[src/rtl/video_pkg.sv]
// Shared raster timing defaults, phase/mode encodings and timing helpers
// for the video timing generator and its pattern source.
package video_pkg;

  localparam logic [5:0] DEF_VSW  = 6'd1;
  localparam logic [5:0] DEF_VBP  = 6'd1;
  localparam logic [5:0] DEF_VACT = 6'd4;
  localparam logic [5:0] DEF_VFP  = 6'd1;
  localparam logic [5:0] DEF_HSW  = 6'd1;
  localparam logic [5:0] DEF_HBP  = 6'd2;
  localparam logic [5:0] DEF_HACT = 6'd10;
  localparam logic [5:0] DEF_HFP  = 6'd2;

  // Phase of one raster axis; identical encoding for horizontal and vertical.
  typedef enum logic [1:0] {
    PH_SYNC = 2'd0,
    PH_BP   = 2'd1,
    PH_ACT  = 2'd2,
    PH_FP   = 2'd3
  } phase_t;

  typedef enum logic [1:0] {
    MODE_COORD   = 2'd0,
    MODE_BARS    = 2'd1,
    MODE_CHECKER = 2'd2,
    MODE_GREY    = 2'd3
  } mode_t;

  // Four 6-bit fields sum to at most 252, so 8 bits always suffice.
  function automatic logic [7:0] calc_htot(input logic [5:0] sw, input logic [5:0] bp,
                                           input logic [5:0] act, input logic [5:0] fp);
    return {2'b00, sw} + {2'b00, bp} + {2'b00, act} + {2'b00, fp};
  endfunction

  function automatic logic [7:0] calc_vtot(input logic [5:0] sw, input logic [5:0] bp,
                                           input logic [5:0] act, input logic [5:0] fp);
    return {2'b00, sw} + {2'b00, bp} + {2'b00, act} + {2'b00, fp};
  endfunction

  // Map a counter value onto sync / back porch / active / front porch.
  function automatic phase_t decode_phase(input logic [7:0] cnt, input logic [5:0] sw,
                                          input logic [5:0] bp, input logic [5:0] act);
    logic [7:0] end_sync;
    logic [7:0] end_bp;
    logic [7:0] end_act;
    end_sync = {2'b00, sw};
    end_bp   = end_sync + {2'b00, bp};
    end_act  = end_bp + {2'b00, act};
    if (cnt < end_sync)     return PH_SYNC;
    else if (cnt < end_bp)  return PH_BP;
    else if (cnt < end_act) return PH_ACT;
    else                    return PH_FP;
  endfunction

endpackage

[src/rtl/pattern_gen.sv]
// Combinational test pattern source: pixel coordinate, latched mode and
// frame counter in, 3x10-bit RGB out. Blanking is applied by the caller.
module pattern_gen
  import video_pkg::*;
#(
  parameter logic [5:0] HACT = DEF_HACT
) (
  input  logic [5:0] x,
  input  logic [5:0] y,
  input  mode_t      mode,
  input  logic [9:0] frame_cnt,
  output logic [9:0] r,
  output logic [9:0] g,
  output logic [9:0] b
);

  logic [2:0] bar;
  logic [2:0] bar_code;

  // Eight equal-width bars across the active line; only x < HACT is ever shown.
  assign bar      = 3'(({x, 3'b000}) / {3'b000, HACT});
  assign bar_code = 3'd7 - bar;

  // Select the pattern for the current pixel.
  always_comb begin
    r = '0;
    g = '0;
    b = '0;
    case (mode)
      MODE_COORD: begin
        r = {4'b0000, x};
        g = {4'b0000, y};
        b = frame_cnt;
      end
      MODE_BARS: begin
        r = {10{bar_code[2]}};
        g = {10{bar_code[1]}};
        b = {10{bar_code[0]}};
      end
      MODE_CHECKER: begin
        if (x[0] ^ y[0]) begin
          r = 10'h3FF;
          g = 10'h3FF;
          b = 10'h3FF;
        end
      end
      MODE_GREY: begin
        r = 10'h200;
        g = 10'h200;
        b = 10'h200;
      end
      default: ;
    endcase
  end

endmodule

[src/rtl/video_timing_gen.sv]
// Raster timing generator: h/v counters, phase decode and the registered
// sync / data-enable / RGB output stage.
//
// phase   | meaning (same for h on h_cnt and v on v_cnt)
// PH_SYNC | sync pulse active
// PH_BP   | back porch, blanked
// PH_ACT  | active region, de asserted when both axes are here
// PH_FP   | front porch, blanked
module video_timing_gen
  import video_pkg::*;
#(
  parameter logic [5:0] VSW  = DEF_VSW,
  parameter logic [5:0] VBP  = DEF_VBP,
  parameter logic [5:0] VACT = DEF_VACT,
  parameter logic [5:0] VFP  = DEF_VFP,
  parameter logic [5:0] HSW  = DEF_HSW,
  parameter logic [5:0] HBP  = DEF_HBP,
  parameter logic [5:0] HACT = DEF_HACT,
  parameter logic [5:0] HFP  = DEF_HFP
) (
  input  logic       clk,
  input  logic       rstn,
  input  logic       i_en,
  input  logic [1:0] i_mode,
  output logic       o_vsync,
  output logic       o_hsync,
  output logic       o_de,
  output logic [9:0] o_r_data,
  output logic [9:0] o_g_data,
  output logic [9:0] o_b_data,
  output logic       o_frame_done
);

  localparam logic [7:0] HTOT        = calc_htot(HSW, HBP, HACT, HFP);
  localparam logic [7:0] VTOT        = calc_vtot(VSW, VBP, VACT, VFP);
  localparam logic [7:0] H_ACT_START = {2'b00, HSW} + {2'b00, HBP};
  localparam logic [7:0] V_ACT_START = {2'b00, VSW} + {2'b00, VBP};

  logic [7:0] h_cnt;
  logic [7:0] v_cnt;
  logic [9:0] frame_cnt;
  mode_t      mode_q;

  phase_t     h_state;
  phase_t     v_state;
  logic       de_next;
  logic       h_last;
  logic       v_last;
  logic [5:0] pix_x;
  logic [5:0] pix_y;
  logic [9:0] pat_r;
  logic [9:0] pat_g;
  logic [9:0] pat_b;

  // Decode the current counter position into phases and pixel coordinates.
  always_comb begin
    h_state = decode_phase(h_cnt, HSW, HBP, HACT);
    v_state = decode_phase(v_cnt, VSW, VBP, VACT);
    de_next = (h_state == PH_ACT) && (v_state == PH_ACT);
    h_last  = (h_cnt == HTOT - 8'd1);
    v_last  = (v_cnt == VTOT - 8'd1);
    pix_x   = 6'(h_cnt - H_ACT_START);
    pix_y   = 6'(v_cnt - V_ACT_START);
  end

  pattern_gen #(
    .HACT(HACT)
  ) u_pattern_gen (
    .x        (pix_x),
    .y        (pix_y),
    .mode     (mode_q),
    .frame_cnt(frame_cnt),
    .r        (pat_r),
    .g        (pat_g),
    .b        (pat_b)
  );

  // Advance the raster and register all outputs one clock behind the counters.
  always_ff @(posedge clk) begin
    if (!rstn) begin
      h_cnt        <= '0;
      v_cnt        <= '0;
      frame_cnt    <= '0;
      mode_q       <= MODE_COORD;
      o_vsync      <= 1'b0;
      o_hsync      <= 1'b0;
      o_de         <= 1'b0;
      o_r_data     <= '0;
      o_g_data     <= '0;
      o_b_data     <= '0;
      o_frame_done <= 1'b0;
    end else if (!i_en) begin
      // Disable restarts the raster but keeps frame_cnt and the latched mode.
      h_cnt        <= '0;
      v_cnt        <= '0;
      o_vsync      <= 1'b0;
      o_hsync      <= 1'b0;
      o_de         <= 1'b0;
      o_r_data     <= '0;
      o_g_data     <= '0;
      o_b_data     <= '0;
      o_frame_done <= 1'b0;
    end else begin
      o_vsync      <= (v_state == PH_SYNC);
      o_hsync      <= (h_state == PH_SYNC);
      o_de         <= de_next;
      o_r_data     <= de_next ? pat_r : 10'd0;
      o_g_data     <= de_next ? pat_g : 10'd0;
      o_b_data     <= de_next ? pat_b : 10'd0;
      o_frame_done <= h_last && v_last;

      // Pattern changes only land on a frame boundary.
      if (h_cnt == 8'd0 && v_cnt == 8'd0) begin
        mode_q <= mode_t'(i_mode);
      end

      if (h_last) begin
        h_cnt <= '0;
        if (v_last) begin
          v_cnt     <= '0;
          frame_cnt <= frame_cnt + 10'd1;
        end else begin
          v_cnt <= v_cnt + 8'd1;
        end
      end else begin
        h_cnt <= h_cnt + 8'd1;
      end
    end
  end

endmodule

[config.mk]
export PLATFORM = sky130hd
export DESIGN_NAME = video_timing_gen
export DESIGN_NICKNAME = d
export VERILOG_FILES = /design/src/rtl/video_pkg.sv /design/src/rtl/pattern_gen.sv /design/src/rtl/video_timing_gen.sv
export SDC_FILE = /design/constraint.sdc
export NUM_CORES = 1
export LEC_CHECK = 0
export BUFFER_PORTS_ARGS = -buffer_cell sky130_fd_sc_hd__buf_2
export CORE_MARGIN = 2
export CORE_UTILIZATION = 55
export CTS_BUF_LIST = sky130_fd_sc_hd__clkbuf_2 sky130_fd_sc_hd__clkbuf_4 sky130_fd_sc_hd__clkbuf_8
export CTS_CLUSTER_DIAMETER = 150
export CTS_CLUSTER_SIZE = 20
export DETAILED_ROUTE_END_ITERATION = 8
export GPL_TIMING_DRIVEN = 0
export PLACE_DENSITY_LB_ADDON = 0.08
export SETUP_SLACK_MARGIN = 0.05
export SLEW_MARGIN = 25
export SYNTH_ARGS = -nofsm -noshare
export SYNTH_HDL_FRONTEND = slang
export SYNTH_SLANG_ARGS = --single-unit
[constraint.sdc]
create_clock -name clk -period 6.2 [get_ports clk]
set_clock_uncertainty 0.15 [all_clocks]
set_input_delay 0.31 -clock clk [delete_from_list [all_inputs] [get_ports clk]]
set_output_delay 0.31 -clock clk [all_outputs]
set_load 0.005 [all_outputs]
==> results of run 1 <==
## metal layers
metal | vias up | share of wire [%] | track usage [%]
met5 | - | 0 | 0
met4 | 0 | 2.0 | 13.5
met3 | 10 | 5.6 | 3.80
met2 | 88 | 47 | 37.2
met1 | 1341 | 45 | 30.8
li1 | 1471 | - | -
## through the flow
stage          util, %  total power, uW  setup slack [ns]  area, sq um  hold WS, ns
2_1_floorplan        -              438              1.41         3390        0.282
3_3_place_gp      62.0              452             0.702         3670        0.345
5_1_grt           65.7              852             0.228         3890        0.131
4_1_cts           65.7              830             0.631         3890       0.0913
6_report          65.7              825             0.594         3890       0.0973
3_5_place_dp      62.0              453             0.655         3670        0.352
## final timing paths
check / endpoint / depth (start not counted) / slack, ns / startpoint
min: mode_q[0] / 3 / 0.1 / i_mode[0]
max: o_b_data[1] / 22 / 0.59 / h_cnt[0]
min reg2reg: o_b_data[7] / 1 / 0.37 / frame_cnt[7]
max reg2reg: o_b_data[1] / 22 / 0.59 / h_cnt[0]
## flip-flops by register name (all words and copies together), names as in the netlist
register / count
o_hsync: 1
o_g_data: 8
o_r_data: 8
o_de: 1
o_frame_done: 1
o_b_data: 10
mode_q: 2
h_cnt: 8
frame_cnt: 10
o_vsync: 1
v_cnt: 8
## Yosys cell counts, drive strengths merged (5+ instances only)
cell type   n  area, sq um
xor2       15          131
inv        18         67.6
a21oi      18         93.8
dfxtp      58         1160
nand3      14         70.1
clkbuf      7         30.0
nand4       7         43.8
nor3        6         35.0
a211o      11         96.3
nand3b      5         37.5
ha         13          163
nor3b       5         42.5
and2       15         96.4
nand2      22         85.1
buf        21          135
nor2       34          130
nand2b      6         37.5
mux2i       7         73.8
xnor2      17          149
nor2b       8         50.1
o21ai      20          100
a221oi      5         78.8
## layout make-up
class                      instances  area [sq um]  area share [%]
multi-input combinational        284          1990            51.3
sequential                        58          1160            29.9
timing repair buffer              38           190            4.89
buffer                            28           165            4.25
clock buffer                      10           138            3.54
tap                               75          93.8            2.41
clock inverter                     6          80.1            2.06
inverter                          18          67.6            1.74
## power groups by stage
stage | sequential (uW) | combinational (uW) | clock, uW
floorplan | 384 | 53.8 | 0
global placement | 384 | 68.4 | 0
detailed placement | 384 | 69.5 | 0
CTS | 376 | 69.8 | 385
global route | 376 | 78.1 | 399
finish | 376 | 70.4 | 379
## cell families after synthesis
kind of cell | after synthesis | share of synthesized area [%]
multiplexers | 8 | 2.51
XOR/XNOR | 32 | 8.27
flip-flops | 58 | 34.3
buffers and inverters | 46 | 6.87
AO/OA/AOI/OAI | 90 | 20.2
adder cells (fa/ha/maj) | 13 | 4.80
AND/OR/NAND/NOR | 141 | 23.0
## worst reg2reg max path, stage by stage, from the launching register on
cell and delay [ns]:
dfxtp_1 0.37, buf_4 0.20, clkbuf_1 0.35, inv_1 0.29, ha_1 0.44, clkbuf_1 0.27, nor3_1 0.24, a21oi_1 0.06
o22a_1 0.28, ha_1 0.24, nand2b_1 0.19, a221oi_4 0.36, o21ba_4 0.24, nand2_1 0.13, xnor2_1 0.17, ha_1 0.31
nor2b_1 0.07, nand3_1 0.08, mux2i_1 0.07, o41a_1 0.33, o221a_1 0.27, buf_6 0.14, a211o_1 0.23
==> summary.txt, run 1 <==
Status: finished, final reports clean
CTS clk-pin slew, worst paths: 0.06 ns
Residual DRC: 0
Cell repeated most along the worst path: ha_1
Most frequent cells in the layout: 58 x dfxtp_1, 47 x buf_2, 33 x nor2_1
HPWL after DPL: 5470 um
CP Capture Type: flip-flop
Post-CTS Setup Repair Bufs: 0
Max-Cap Viols: 0
Initial Util: 57.2%
Max VDD drop: 0.219 mV
Lkg Pwr: 0.00179 uW
Netlist cell types: 73
Via count: 2910
# H-tree levels: 3
Int Pwr: 636 uW
First-pass GRT wire length: 12200 um
Die Y: 82.5 um
Slew Viols, Final: 0
Final Hold Violating Endpoints: 0
Remaining global-route overflow: 0
Seq/Total Area, Yosys: 34.3%
Setup Viol. Count Final: 0
Top delay family on crit path: compound AO/OA/AOI/OAI gates
Ant diodes: 0
Power density cells: 212 nW/um^2
Number of flops mapped to enable cells by yosys: 0
Unrepaired setup endpoints after global routing: false
FILL cells: 518
CTS tree: built
Yosys warning total: 0
Seq pwr share: 45.6%
Fin nets: 455
Worst Path Buf+Inv: 5
Non-Filler Instances: 517
Start-to-end type of the worst setup path: flip-flop to flip-flop
Maximum root-to-sink buffer count: 2
WL/cell: 14.5 um
Slew @ Worst Pin: 1.01 ns
Area Growth Syn to Fin: 14.8%
Drt via density: 5.63
Cell count after synthesis: 388
Final ANT Viol Nets: 0
Total track usage: 23.7%
CP peak stage delay: 0.44 ns
CP Launch Type: flip-flop
CTS Buf Count: 9
DIE WIDTH: 82.5 um
Io pins: 39
Fmax: 0.178 GHz
Post-Syn Area: 3390 sq um
Mapped Avg Cell Area: 8.73 sq um
Core Region: 5920 sq um
Psw: 189 uW
Worst-Skew Late Latency: 0.34 ns
Initial antenna violation count: 0
Clk pwr share: 45.9%
DP Cell Count: 501
Layout cells sized above 1: 20.1%
Crit-path slowest cell: ha_1
Number of global-route vias before repair: 2544
CTS root buf: clkbuf_8
Drt first pass iters: 4
Post-synth ARST share: 0%
FF+latch count, synth: 58
Worst hold-check path type: input pin to flip-flop
Post-CTS sizing: 0
Post-synth top flop: dfxtp_1
Worst path cell trace: buf_4 > clkbuf_1 > inv_1 > ha_1 > clkbuf_1 > nor3_1 > a21oi_1 > o22a_1 > ha_1 > nand2b_1 > a221oi_4 > o21ba_4 > nand2_1 > xnor2_1 > ha_1 > nor2b_1 > nand3_1 > mux2i_1 > o41a_1 > o221a_1 > buf_6 > a211o_1
Critical Path AT: 5.68 ns
Die area: 6800 sq um
Number of port buffers: 38
Max-slew headroom: 32.3%
Switching portion of total power: 22.9%
Post-route minimum period: 5.61 ns
Iter 0 DRT Violations: 119
Post-Route WL: 7480 um
WP data required: 6.28 ns
Placer congestion estimate: 0.887
Comb pwr share: 8.5%
Most common cell after layout, fill and taps aside: dfxtp_1
Post-synth net total: 406
Clock sink count: 58
Fraction of the cycle the final worst path needs: 90.4%
Pin count of the biggest net entering global routing: 11
Hold_buf cts: 0
Rows: 28
Max FO, Critical Path: 10
Total negative setup slack: 0 ns
Note: power is estimated with default switching activity, not from simulation.
==> run 2: changes to the inputs <==
--- a/config.mk
+++ b/config.mk
@@ -6,8 +6,10 @@
 export NUM_CORES = 1
 export LEC_CHECK = 0
 export BUFFER_PORTS_ARGS = -buffer_cell sky130_fd_sc_hd__buf_2
+export CELL_PAD_IN_SITES_DETAIL_PLACEMENT = 0
+export CELL_PAD_IN_SITES_GLOBAL_PLACEMENT = 1
 export CORE_MARGIN = 2
-export CORE_UTILIZATION = 55
+export CORE_UTILIZATION = 46
 export CTS_BUF_LIST = sky130_fd_sc_hd__clkbuf_2 sky130_fd_sc_hd__clkbuf_4 sky130_fd_sc_hd__clkbuf_8
 export CTS_CLUSTER_DIAMETER = 150
 export CTS_CLUSTER_SIZE = 20
==> run 2 against run 1 <==
Compared with the run above:
- flip-flop and latch count is the same
- combinational power grew 2%
- core utilization down 11 points
- die area rose by 19%
- critical path depth down 1
- non-clock buffer count unchanged
==> summary.txt, run 2 (synthesis gave the netlist of run 1 again) <==
HPWL after DPL: 5710 um
Initial Util: 47.2%
Final Hold Violating Endpoints: 0
CP Launch Type: flip-flop
Slew @ Worst Pin: 0.735 ns
R2R Path Start: h_cnt[0]
Drt first pass iters: 4
CP peak stage delay: 0.45 ns
Top delay family on crit path: compound AO/OA/AOI/OAI gates
Setup Viol. Count Final: 0
Pin count of the biggest net entering global routing: 11
Unrepaired setup endpoints after global routing: false
Hold_buf cts: 0
Cell repeated most along the worst path: ha_1
Number of global-route vias before repair: 2680
Stages on the worst setup path: 21
Critical Path AT: 5.73 ns
Remaining global-route overflow: 0
Ant diodes: 0
Fin nets: 455
WL/cell: 14.4 um
CTS root buf: clkbuf_8
DIE WIDTH: 89.8 um
Start-to-end type of the worst setup path: flip-flop to flip-flop
Status: finished, final reports clean
Lkg Pwr: 0.00177 uW
Area Growth Syn to Fin: 15.0%
Max-slew headroom: 50.8%
Clock sink count: 58
Drt via density: 5.37
Core Region: 7180 sq um
Most common cell after layout, fill and taps aside: dfxtp_1
Fmax: 0.177 GHz
R2R Path End: o_b_data[0]
Reg2reg setup slack: 0.54 ns
Initial antenna violation count: 0
Maximum root-to-sink buffer count: 2
Worst Path Buf+Inv: 5
Max-Cap Viols: 0
Number of port buffers: 38
Critical Path Sink: o_b_data[0]
Iter 0 DRT Violations: 114
Most frequent cells in the layout: 58 x dfxtp_1, 47 x buf_2, 33 x nor2_1
Residual DRC: 0
Post-Route WL: 7810 um
Crit-path slowest cell: ha_1
Post-CTS sizing: 0
Final ANT Viol Nets: 0
CTS tree: built
Total track usage: 20.2%
Placer congestion estimate: 0.814
CTS clk-pin slew, worst paths: 0.07 ns
# H-tree levels: 3
CTS Buf Count: 9
Post-route minimum period: 5.66 ns
Worst hold-check path type: input pin to flip-flop
Die area: 8070 sq um
Total negative setup slack: 0 ns
WP data required: 6.26 ns
Largest regs: frame_cnt: 10 flops, o_b_data: 10 flops
First-pass GRT wire length: 13300 um
Multi-input gate area: 2000 sq um
Via count: 2903
Max FO, Critical Path: 10
Io pins: 39
Met2 Use GR: 32.8%
Worst r2r path cells: 21
Worst setup path startpoint: h_cnt[0]
Fraction of the cycle the final worst path needs: 91.3%
Post-CTS Setup Repair Bufs: 0
Power density cells: 201 nW/um^2
CP Capture Type: flip-flop
Worst-Skew Late Latency: 0.33 ns
GR Util met1: 26.4%
Hold slack: 0.0956 ns
Max VDD drop: 0.0948 mV
GR peak layer: met2
Worst path cell trace: buf_4 > clkbuf_1 > inv_1 > ha_1 > clkbuf_1 > a21oi_1 > o22a_1 > ha_1 > nand2b_1 > a221oi_4 > o21ba_4 > nand2_1 > xnor2_1 > ha_1 > nor2b_1 > nand3_1 > mux2i_1 > o41a_1 > o221a_1 > buf_6 > a211o_1
Global-route met3 utilization: 4.44%
Rows: 31
Slew Viols, Final: 0
Die Y: 89.8 um
Layout cells sized above 1: 20.4%
Seq. cell area: 1160 sq um
FILL cells: 678
[run 2: cell count changes in the layout (fill, tap and decap cells not counted)]
cell,previous run,this run
bufinv_16,2,1
clkbuf_4,1,2
clkbuf_8,10,9
clkinvlp_4,0,1
nor3_1,5,4
nor3_2,1,2
[run 2: worst min path at each step]
stage	start	endpoint	slack, ns	depth (start not counted)
3_3_place_gp	h_cnt[7]	h_cnt[7]	0.35	2
2_1_floorplan	rstn	frame_cnt[9]	0.28	1
5_1_grt	i_mode[0]	mode_q[0]	0.1	3
6_report	i_mode[0]	mode_q[0]	0.1	3
4_1_cts	i_mode[1]	mode_q[1]	0.09	3
3_5_place_dp	frame_cnt[7]	o_b_data[7]	0.35	1
[run 2: cell type report]
type | instances | share of cell area (%)
Tap cell | 99 | 3.18
Clock buffer | 10 | 3.37
Buffer | 28 | 4.24
Sequential cell | 58 | 29.8
Multi-Input combinational cell | 284 | 51.3
Inverter | 18 | 1.73
Clock inverter | 6 | 1.48
Timing Repair Buffer | 38 | 4.88
[run 2: worst min-delay path, stage by stage]
cell and delay, ns:
buf_2 0.09, mux2i_1 0.05, nor2b_1 0.09
[run 2: per-stage QoR]
step | util (%) | cells | cell area (sq um) | setup WS, ns | power (uW)
2_1_floorplan | - | 388 | 3390 | 1.41 | 438
3_3_place_gp | 51.6 | 525 | 3700 | 0.638 | 454
3_5_place_dp | 51.6 | 525 | 3700 | 0.593 | 454
4_1_cts | 54.2 | 541 | 3890 | 0.555 | 791
5_1_grt | 54.3 | 541 | 3890 | 0.0862 | 819
6_report | 54.3 | 541 | 3890 | 0.538 | 783
[run 2: layer usage]
metal  vias to the layer above  routed length (um)
met1                      1357                3690
li1                       1470                   -
met5                         -                   0
met4                         0                 157
met2                        65                3680
met3                        11                 281
[run 2: power by group]
group | leakage (uW) | internal [uW] | switching [uW]
registers | 0.000468 | 375 | 0.960
clock network | 0.0000992 | 187 | 149
logic | 0.00121 | 27.1 | 44.4
